===== config.mk =====
export PLATFORM = sky130hd
export DESIGN_NAME = mult_div_unit_flat
export DESIGN_NICKNAME = d
export VERILOG_FILES = /design/src/rtl/mult_div_unit_if.sv /design/src/rtl/mult_div_unit.sv /design/src/flat_wrapper.sv
export SDC_FILE = /design/constraint.sdc
export NUM_CORES = 1
export LEC_CHECK = 0
export ABC_AREA = 0
export BUFFER_PORTS_ARGS = -buffer_cell sky130_fd_sc_hd__buf_2
export CAP_MARGIN = 10
export CORE_MARGIN = 10
export CORE_UTILIZATION = 35
export DETAILED_ROUTE_END_ITERATION = 8
export PLACE_DENSITY = 0.64
export SLEW_MARGIN = 10
export SYNTH_ARGS = -nofsm -noshare
export SYNTH_HDL_FRONTEND = slang
export SYNTH_SLANG_ARGS = --single-unit

===== constraint.sdc =====
create_clock -name clk -period 8.7 [get_ports clk]
set_input_delay 0.435 -clock clk [delete_from_list [all_inputs] [get_ports clk]]
set_output_delay 0.435 -clock clk [all_outputs]
set_load 0.05 [all_outputs]

===== src/rtl/mult_div_unit_if.sv =====
// Bus bundle for mult_div_unit: operation request, HI/LO move-to writes and result/status outputs.
`timescale 1ns/1ps
interface mult_div_unit_if #(parameter int WIDTH = 32);
  logic             start;
  logic [1:0]       op;
  logic [WIDTH-1:0] a;
  logic [WIDTH-1:0] b;
  logic             wr_hi;
  logic             wr_lo;
  logic [WIDTH-1:0] wr_data;
  logic             busy;
  logic             done;
  logic             div_by_zero;
  logic [WIDTH-1:0] hi;
  logic [WIDTH-1:0] lo;

  modport master (
    output start, op, a, b, wr_hi, wr_lo, wr_data,
    input  busy, done, div_by_zero, hi, lo
  );

  modport slave (
    input  start, op, a, b, wr_hi, wr_lo, wr_data,
    output busy, done, div_by_zero, hi, lo
  );
endinterface


===== src/rtl/mult_div_unit.sv =====
// Iterative MIPS-style HI/LO unit: shift-add multiply and restoring divide, one bit per cycle,
// on magnitudes with sign correction applied when the result is written.
`timescale 1ns/1ps
module mult_div_unit #(
  parameter int WIDTH = 32
) (
  input logic            clk,
  input logic            rst,
  mult_div_unit_if.slave bus
);
  typedef enum logic [1:0] {IDLE, RUN, FINISH} state_e;
  typedef enum logic [1:0] {OP_MULT = 2'b00, OP_MULTU = 2'b01, OP_DIV = 2'b10, OP_DIVU = 2'b11} op_e;

  localparam int CW = (WIDTH > 1) ? $clog2(WIDTH) : 1;

  state_e             state_q, state_d;
  op_e                op_q, op_d;
  logic [WIDTH-1:0]   a_q, a_d, b_q, b_d;
  logic [WIDTH-1:0]   mag_q, mag_d;
  logic [2*WIDTH-1:0] acc_q, acc_d;
  logic [CW-1:0]      cnt_q, cnt_d;
  logic [WIDTH-1:0]   hi_q, hi_d, lo_q, lo_d;
  logic               done_q, done_d;
  logic               dz_q, dz_d;

  // acc holds {partial product, multiplier} for multiply and {remainder, dividend/quotient} for divide
  logic [WIDTH:0]     mul_sum, div_sh, div_diff;
  logic [WIDTH-1:0]   mag_a, mag_b, quo, rem;
  logic [2*WIDTH-1:0] prod;
  logic               sgn_in;

  always_comb begin
    sgn_in   = ~bus.op[0];
    mag_a    = (sgn_in && bus.a[WIDTH-1]) ? -bus.a : bus.a;
    mag_b    = (sgn_in && bus.b[WIDTH-1]) ? -bus.b : bus.b;
    mul_sum  = {1'b0, acc_q[2*WIDTH-1:WIDTH]} + (acc_q[0] ? {1'b0, mag_q} : '0);
    div_sh   = {acc_q[2*WIDTH-1:WIDTH], acc_q[WIDTH-1]};
    div_diff = div_sh - {1'b0, mag_q};
    prod     = ((op_q == OP_MULT) && (a_q[WIDTH-1] ^ b_q[WIDTH-1])) ? -acc_q : acc_q;
    quo      = ((op_q == OP_DIV) && (a_q[WIDTH-1] ^ b_q[WIDTH-1])) ? -acc_q[WIDTH-1:0]
                                                                   : acc_q[WIDTH-1:0];
    rem      = ((op_q == OP_DIV) && a_q[WIDTH-1]) ? -acc_q[2*WIDTH-1:WIDTH]
                                                  : acc_q[2*WIDTH-1:WIDTH];
  end

  always_comb begin
    state_d = state_q;
    op_d    = op_q;
    a_d     = a_q;
    b_d     = b_q;
    mag_d   = mag_q;
    acc_d   = acc_q;
    cnt_d   = cnt_q;
    hi_d    = hi_q;
    lo_d    = lo_q;
    done_d  = 1'b0;
    dz_d    = 1'b0;
    unique case (state_q)
      IDLE: begin
        if (bus.start) begin
          op_d    = op_e'(bus.op);
          a_d     = bus.a;
          b_d     = bus.b;
          mag_d   = bus.op[1] ? mag_b : mag_a;
          acc_d   = {{WIDTH{1'b0}}, (bus.op[1] ? mag_a : mag_b)};
          cnt_d   = '0;
          state_d = RUN;
        end else begin
          if (bus.wr_hi) hi_d = bus.wr_data;
          if (bus.wr_lo) lo_d = bus.wr_data;
        end
      end
      RUN: begin
        if (op_q[1]) begin
          acc_d = div_diff[WIDTH] ? {div_sh[WIDTH-1:0], acc_q[WIDTH-2:0], 1'b0}
                                  : {div_diff[WIDTH-1:0], acc_q[WIDTH-2:0], 1'b1};
        end else begin
          acc_d = {mul_sum, acc_q[WIDTH-1:1]};
        end
        cnt_d = cnt_q + 1'b1;
        if (cnt_q == CW'(WIDTH - 1)) state_d = FINISH;
      end
      FINISH: begin
        if (!op_q[1]) begin
          {hi_d, lo_d} = prod;
        end else if (b_q == '0) begin
          lo_d = '1;
          hi_d = a_q;
          dz_d = 1'b1;
        end else begin
          lo_d = quo;
          hi_d = rem;
        end
        done_d  = 1'b1;
        state_d = IDLE;
      end
      default: state_d = IDLE;
    endcase
  end

  always_ff @(posedge clk or posedge rst) begin
    if (rst) begin
      state_q <= IDLE;
      op_q    <= OP_MULT;
      a_q     <= '0;
      b_q     <= '0;
      mag_q   <= '0;
      acc_q   <= '0;
      cnt_q   <= '0;
      hi_q    <= '0;
      lo_q    <= '0;
      done_q  <= 1'b0;
      dz_q    <= 1'b0;
    end else begin
      state_q <= state_d;
      op_q    <= op_d;
      a_q     <= a_d;
      b_q     <= b_d;
      mag_q   <= mag_d;
      acc_q   <= acc_d;
      cnt_q   <= cnt_d;
      hi_q    <= hi_d;
      lo_q    <= lo_d;
      done_q  <= done_d;
      dz_q    <= dz_d;
    end
  end

  assign bus.busy        = (state_q != IDLE);
  assign bus.done        = done_q;
  assign bus.div_by_zero = dz_q;
  assign bus.hi          = hi_q;
  assign bus.lo          = lo_q;
endmodule


===== src/flat_wrapper.sv =====
// flat-port wrapper written by rule: the top's interface ports become plain ports
module mult_div_unit_flat 
#(
  parameter int WIDTH = 32
)
  (clk, rst, bus_start, bus_op, bus_a, bus_b, bus_wr_hi, bus_wr_lo, bus_wr_data, bus_busy, bus_done, bus_div_by_zero, bus_hi, bus_lo);
  mult_div_unit_if #(.WIDTH(WIDTH)) bus_i ();
  input logic clk;
  input logic rst;
  input wire logic [$bits(bus_i.start)-1:0] bus_start;
  input wire logic [$bits(bus_i.op)-1:0] bus_op;
  input wire logic [$bits(bus_i.a)-1:0] bus_a;
  input wire logic [$bits(bus_i.b)-1:0] bus_b;
  input wire logic [$bits(bus_i.wr_hi)-1:0] bus_wr_hi;
  input wire logic [$bits(bus_i.wr_lo)-1:0] bus_wr_lo;
  input wire logic [$bits(bus_i.wr_data)-1:0] bus_wr_data;
  output wire logic [$bits(bus_i.busy)-1:0] bus_busy;
  output wire logic [$bits(bus_i.done)-1:0] bus_done;
  output wire logic [$bits(bus_i.div_by_zero)-1:0] bus_div_by_zero;
  output wire logic [$bits(bus_i.hi)-1:0] bus_hi;
  output wire logic [$bits(bus_i.lo)-1:0] bus_lo;
  assign bus_i.start = bus_start;
  assign bus_i.op = bus_op;
  assign bus_i.a = bus_a;
  assign bus_i.b = bus_b;
  assign bus_i.wr_hi = bus_wr_hi;
  assign bus_i.wr_lo = bus_wr_lo;
  assign bus_i.wr_data = bus_wr_data;
  assign bus_busy = bus_i.busy;
  assign bus_done = bus_i.done;
  assign bus_div_by_zero = bus_i.div_by_zero;
  assign bus_hi = bus_i.hi;
  assign bus_lo = bus_i.lo;
  mult_div_unit #(.WIDTH(WIDTH)) u_core (.clk(clk), .rst(rst), .bus(bus_i));
endmodule

==> results of run 1 <==
[stage by stage]
| step | cell area (µm²) | power [mW] | hold slack (ns) | std cells |
|---|---|---|---|---|
| 5_1_grt | 20600 | 10.5 | 0.0394 | 3103 |
| 3_5_place_dp | 19500 | 8.37 | 0.464 | 3051 |
| 4_1_cts | 20600 | 9.72 | 0.0183 | 3103 |
| 6_report | 20600 | 9.89 | -0.0248 | 3103 |
| 2_1_floorplan | 18200 | 6.63 | 0.445 | 2345 |
| 3_3_place_gp | 19500 | 8.30 | 0.459 | 3051 |
[path summary, 6_finish.rpt]
check	cells after the start	from	endpoint	slack, ns
hold / removal	2	rst	u_core.bus.lo[6]$_DFFE_PP0P_	-0.02
setup / recovery	12	u_core.acc_q[0]$_DFFE_PP0P_	u_core.acc_q[57]$_DFFE_PP0P_	4.50
hold reg to reg	2	u_core.bus.lo[29]$_DFFE_PP0P_	u_core.bus.lo[29]$_DFFE_PP0P_	0.47
min in group clk	2	bus_wr_data[22]	u_core.bus.hi[22]$_DFFE_PP0P_	0.08
max in group asynchronous	3	rst	u_core.op_q[1]$_DFFE_PP0P_	7.30
setup reg to reg	12	u_core.acc_q[0]$_DFFE_PP0P_	u_core.acc_q[57]$_DFFE_PP0P_	4.50
[synthesized netlist by cell type (26+ instances only)]
cell type / instances
dfrtp_1: 235
mux2i_1: 48
inv_1: 67
o21ai_0: 240
nor2_1: 165
a21oi_1: 170
o221ai_1: 26
and3_1: 38
nand3_1: 44
nor3_1: 38
xnor2_1: 122
a21o_1: 28
a31oi_1: 36
o211ai_1: 37
ha_1: 70
xor2_1: 71
clkbuf_1: 133
nand2_1: 417
[worst reg2reg max path: cells and delay by family (launching register included)]
family                     cells  cell delay (ns)
AOI/OAI and AO/OA              7             2.03
xor gates and xnor gates       1             0.08
adders and majority gates      1             0.38
buffers and inverters          1             0.84
DFF                            1             0.46
and+or+nand+nor                2             0.27
[where the power goes]
group,switching (mW),total (mW),internal [mW]
Clock,0.521,1.34,0.818
Combinational,3.89,6.09,2.20
Sequential,0.824,2.46,1.63
Total,5.24,9.89,4.65
[cell type report]
type | count | area (µm²) | share of cell area
clock buffers | 34 | 744 | 0.0362
repair buffers | 192 | 1030 | 0.0501
well taps | 680 | 851 | 0.0414
inverters | 69 | 267 | 0.0130
multi-input cells | 1875 | 11500 | 0.560
flip-flops and latches | 235 | 5880 | 0.286
clock inverters | 18 | 278 | 0.0135
[flip-flops by register name (all words and copies together), names as in the netlist]
signal,cells
u_core.acc_q,64
u_core.a_q,32
u_core.b_q,32
u_core.bus.hi,32
u_core.bus.lo,32
u_core.mag_q,32
u_core.cnt_q,5
u_core.op_q,2
u_core.state_q,2
u_core.bus.div_by_zero,1
u_core.bus.done,1
[kinds of logic after synthesis]
kind of cell,after synthesis,synth area share
buffers and inverters,235,0.0494
DFF,235,0.322
AOI/OAI and AO/OA,714,0.242
and+or+nand+nor,844,0.214
adders and majority gates,72,0.0502
xor gates and xnor gates,194,0.0935
muxes,51,0.0282
[layer usage]
layer,track usage,vias up
met1,0.323,8921
met2,0.302,999
met5,0,-
met4,0.0389,0
li1,-,8464
met3,0.0676,93
==> flow_summary.yaml, run 1 <==
outcome:
  status: "finished, violations left"
  violations: "hold timing"
clock_network:
  cts_tree: "yes"
  post_cts_resized: 0
  clkLatencyLatePin_ns: 0.58
  cts_buffers: 28
  cts.path.max_buffers: 3
  postCtsSetupBuffers: 0
  htreeDepth: 1
  clk_pin_slew_ns: 0.07
  cts_sinks: 235
  cts-root-buf: "clkbuf_16"
  cts_hold_buf: 0
timing:
  final_hold_viol_count: 4
  holdWs_ns: -0.0248
  post-route-min-period_ns: 4.20
  worstMarginPinSlew_ns: 1.20
  rsz0062_at_grt: "no"
  setup_viol: 0
  fin_skew_ns: 0.0271
  clock.fmax_mhz: 238
  fin_ws_ns: 4.50
  final_max_slew_viol_count: 0
  relSlewSlack: 0.202
  fin_crit_sh: 0.482
  setup_tns_ns: 0
routing:
  routed-wl-met3_mm: 8.60
  top_layer: "met4"
  drcViolationCount: 0
  routed-wl-met2_mm: 28.1
  met1_length_mm: 32.1
  drt_iter0_markers: 2111
  vias: 18477
  ant_nets: 0
  vias_per_cell: 5.95
  wirelength_mm: 70.1
  routedWlPerCell_um: 22.6
  drt_first_pass_iters: 7
global_routing:
  antenna_found_initial: 1
  grt_pass1_vias: 17149
  grt_first_pass_wirelength_mm: 105
  grt_use_total: 0.217
  grt_overflow: 0
  grt_max_degree: 140
logic_synthesis:
  synth.ff_latch_count: 235
  synth_top_cell_by_area: "dfrtp_1"
  ys.flop_type: "dfrtp_1"
  synth_warnings: 0
  async_flop_share: 1.00
  synth_top_cell_area_share: 0.322
  synth_area_um2: 18200
  synth_seq_area_share: 0.322
  synth_area_leaders: "dfrtp_1, nand2_1, o21ai_0"
  syn_area_per_cell_um2: 7.78
  yosys.cell_types.count: 87
  syn_inst: 2345
  syn_nets: 2520
  synth_edf_count: 0
finish:
  layout_common_cells: "nand2_1, o21ai_0, dfrtp_1"
  postLayoutCoreUtil: 0.399
  fillers: 5276
  area_delta_synth_final_pct: 12.7
  drive_above_1_share: 0.117
  layout_commonest_cell: "nand2_1"
  antennaDiodeCount: 0
  layout.nets: 2576
setup_path:
  path_buf_inv: 1
  crit_path_cell_trace: "inv_1 -> nor2_1 -> ha_1 -> nor2b_1 -> o31a_1 -> o31ai_1 -> o211ai_1 -> a311o_1 -> a21oi_1 -> xnor2_1 -> a22oi_1 -> o221ai_1"
  slowest_delay_ns: 0.83
  required_ns: 9.14
  crit_arrival_ns: 4.64
  cp-start-kind: "register"
  critPathMaxFanout: 32
  endpoint_kind: "register"
  cpMaxStageDelayCell: "inv_1"
  crit_family: "compound AO/OA/AOI/OAI gates"
  worstSetupPathType: "register to register"
placed_design:
  gp_congestion: 0.983
  port-buffer-count: 169
  dp_hpwl_mm: 53.5
  dp_slack_ns: 4.56
floorplanning:
  fp-row-count: 83
  die-width_um: 248
  design.core.area_um2: 51500
  pin_count: 170
  die_y_um: 248
  start_util: 0.354
  die_area_um2: 61700
worst_hold_path:
  min-delay-path-class: "primary input to asynchronous set/reset pin"
pwr:
  power_density_nw_per_um2: 481
  ir_drop_uv: 246
  p_leak_nw: 9.04
job:
  cap_violations: 0
Power figures use the tool's default switching activity.
==> run 2: changes to the inputs <==
ABC_AREA = 1   (was 0)
PLACE_DENSITY = 0.65   (was 0.64)
clock period = 3.7 ns   (was 8.7 ns; I/O delays follow)
==> flow_summary.yaml, run 2 <==
timing:
  fin_crit_sh: 0.808
  fin_skew_ns: 0.0343
  clock.fmax_mhz: 334
  holdWs_ns: 0.00420
  rsz0062_at_grt: "no"
  post-route-min-period_ns: 2.99
  fin_ws_ns: 0.709
  setup_tns_ns: 0
  final_max_slew_viol_count: 0
  worstMarginPinSlew_ns: 1.10
  final_hold_viol_count: 0
  relSlewSlack: 0.260
  setup_viol: 0
placed_design:
  gp_congestion: 1.04
  dp_slack_ns: 0.835
  port-buffer-count: 169
  dp_hpwl_mm: 75.1
setup_path:
  cpMaxStageDelayCell: "dfrtp_1"
  rr_endpoint: "u_core.acc_q[53]$_DFFE_PP0P_"
  rr_worst_depth: 17
  critPathMostFrequentCell: "nand2_2"
  required_ns: 4.23
  slowest_delay_ns: 0.52
  cp-start-kind: "register"
  path_buf_inv: 2
  critPathMaxFanout: 24
  crit_family: "simple AND/OR/NAND/NOR gates"
  r2r-start: "u_core.acc_q[32]$_DFFE_PP0P_"
  crit_path_cell_trace: "inv_1 -> fa_1 -> inv_1 -> nand2_1 -> nand2_1 -> nand3_1 -> nand2_2 -> nand2_2 -> nand2_2 -> nand2_2 -> nand2_2 -> nand2_2 -> nand2_2 -> nand3_1 -> nand2_1 -> nand2_1 -> nand2_1"
  crit_arrival_ns: 3.52
  worstSetupPathType: "register to register"
  endpoint_kind: "register"
  reg2reg_slack_ns: 0.71
logic_synthesis:
  async_flop_share: 1.00
  yosys.cell_types.count: 49
  synth_edf_count: 0
  syn_nets: 3780
  synth_top_cell_area_share: 0.274
  synth_area_leaders: "dfrtp_1, nand2_1, inv_1"
  syn_inst: 3605
  synth_seq_area_share: 0.274
  syn_area_per_cell_um2: 5.96
  synth_top_cell_by_area: "dfrtp_1"
  synth_most_common_cell: "nand2_1"
  synth_warnings: 0
  synth_area_um2: 21500
  ys_top_cells_by_count: "nand2_1, inv_1, nor2_1"
  ys.flop_type: "dfrtp_1"
  synth.ff_latch_count: 235
routing:
  wirelength_mm: 95.1
  drt_iter0_markers: 3378
  ant_nets: 0
  drt_first_pass_iters: 6
  drcViolationCount: 0
  vias_per_cell: 5.43
  routedWlPerCell_um: 20.6
  vias: 25040
pwr:
  p_leak_nw: 12.8
  p_sw_frac: 0.584
  p_int_mw: 10.8
  power_density_nw_per_um2: 1040
  p_seq_frac: 0.213
  power.switching_mw: 15.2
  power.share.clock: 0.114
  comb_power_share: 0.673
  ir_drop_uv: 462
clock_network:
  htreeDepth: 1
  post_cts_resized: 0
  cts_hold_buf: 86
  clk_pin_slew_ns: 0.06
  clkLatencyLatePin_ns: 0.61
  postCtsSetupBuffers: 0
  cts_sinks: 235
  cts-root-buf: "clkbuf_16"
  cts_buffers: 29
  cts_tree: "yes"
  cts.path.max_buffers: 3
finish:
  layout.nets: 3982
  layout_commonest_cell: "nand2_1"
  layout_common_cells: "nand2_1, inv_1, nand3_1"
  largest_register: "u_core.acc_q"
  largest_reg_flops: 64
  area_delta_synth_final_pct: 16.2
  antennaDiodeCount: 0
  drive_above_1_share: 0.0878
global_routing:
  grt_overflow: 0
  grt_use_total: 0.256
  antenna_found_initial: 1
  grt_first_pass_wirelength_mm: 142
  grt_max_degree: 99
  grt_pass1_vias: 22613
job:
  cap_violations: 0
floorplanning:
  design.core.area_um2: 60600
  die-width_um: 268
  fp-row-count: 90
  die_area_um2: 71700
  start_util: 0.355
  die_y_um: 268
  pin_count: 170
worst_hold_path:
  timing.hold.worst_path_depth: 5
  hold_end: "u_core.bus.hi[6]$_DFFE_PP0P_"
  min-delay-path-class: "primary input to register"
  hold_start: "bus_wr_data[6]"
outcome:
  status: "finished, final reports clean"
[run 2: cell count changes in the layout (fill, tap and decap cells not counted), sizes merged, moves of 26 or more]
| cell | before | now |
|---|---|---|
| nand2 | 418 | 1248 |
| inv | 69 | 495 |
| nand3 | 45 | 344 |
| nor2 | 166 | 364 |
| xnor2 | 123 | 10 |
| dlygate4sd3 | 0 | 86 |
| mux2i | 48 | 0 |
| and3 | 38 | 3 |
| nor4 | 30 | 2 |
| a21o | 28 | 2 |
[run 2: power groups by stage]
| stage | clock, mW | combinational (mW) | sequential [mW] |
|---|---|---|---|
| after floorplan | 0 | 11.2 | 5.87 |
| after global placement | 0 | 16.9 | 5.42 |
| after detailed placement | 0 | 16.9 | 5.43 |
| after CTS | 2.98 | 17.1 | 5.39 |
| after global routing | 3.09 | 19.4 | 5.59 |
| final | 2.98 | 17.5 | 5.54 |
[run 2: layout make-up]
class | instances | area [µm²]
sequential | 235 | 5880
inverter | 499 | 1880
tap | 782 | 978
clock buffer | 34 | 764
timing repair buffer | 302 | 2100
multi-input combinational | 2740 | 13200
fill | 6582 | 35600
clock inverter | 18 | 203
[run 2: worst register-to-register path, stage by stage, from the launching register on]
cell and delay, ns:
dfrtp_1 0.52, inv_1 0.20, fa_1 0.44, inv_1 0.09, nand2_1 0.07, nand2_1 0.09, nand3_1 0.08, nand2_2 0.12
nand2_2 0.06, nand2_2 0.08, nand2_2 0.07, nand2_2 0.07, nand2_2 0.06, nand2_2 0.42, nand3_1 0.29, nand2_1 0.14
nand2_1 0.06, nand2_1 0.06
[run 2: logic make-up (layout without fill, tap and decap cells)]
logic type,count (synthesis),in the layout,synth area share
adder cells (fa/ha/maj),72,72,0.0426
buffers and inverters,630,853,0.115
XOR/XNOR,77,77,0.0314
AO/OA/AOI/OAI,535,535,0.141
AND/OR/NAND/NOR,2056,2056,0.397
flip-flops,235,235,0.274
[run 2: stage by stage]
stage / std cells / power [mW] / area (µm²) / util
after detailed placement: 4472 / 22.3 / 23100 / 0.382
after CTS: 4610 / 25.5 / 25000 / 0.412
after global placement: 4472 / 22.4 / 23100 / 0.382
after global routing: 4610 / 28.0 / 25000 / 0.412
after floorplan: 3605 / 17.1 / 21500 / -
final: 4610 / 26.1 / 25000 / 0.412
[run 2: routing by layer]
metal	part of all wire	global-route usage	routed length, µm
met5	0.00014	0	13
met4	0.034	0.0759	3220
met3	0.12	0.0638	11800
met2	0.41	0.369	38700
met1	0.44	0.368	41400
[run 2: worst max-delay path by stage]
stage / startpoint / endpoint / depth (start not counted)
finish: u_core.acc_q[32]$_DFFE_PP0P_ / u_core.acc_q[53]$_DFFE_PP0P_ / 17
global route: u_core.acc_q[0]$_DFFE_PP0P_ / u_core.acc_q[61]$_DFFE_PP0P_ / 14
CTS: u_core.acc_q[32]$_DFFE_PP0P_ / u_core.acc_q[53]$_DFFE_PP0P_ / 17
detailed placement: u_core.acc_q[32]$_DFFE_PP0P_ / u_core.acc_q[53]$_DFFE_PP0P_ / 17
global placement: u_core.acc_q[32]$_DFFE_PP0P_ / u_core.acc_q[53]$_DFFE_PP0P_ / 17
floorplan: rst / u_core.a_q[0]$_DFFE_PP0P_ / 1
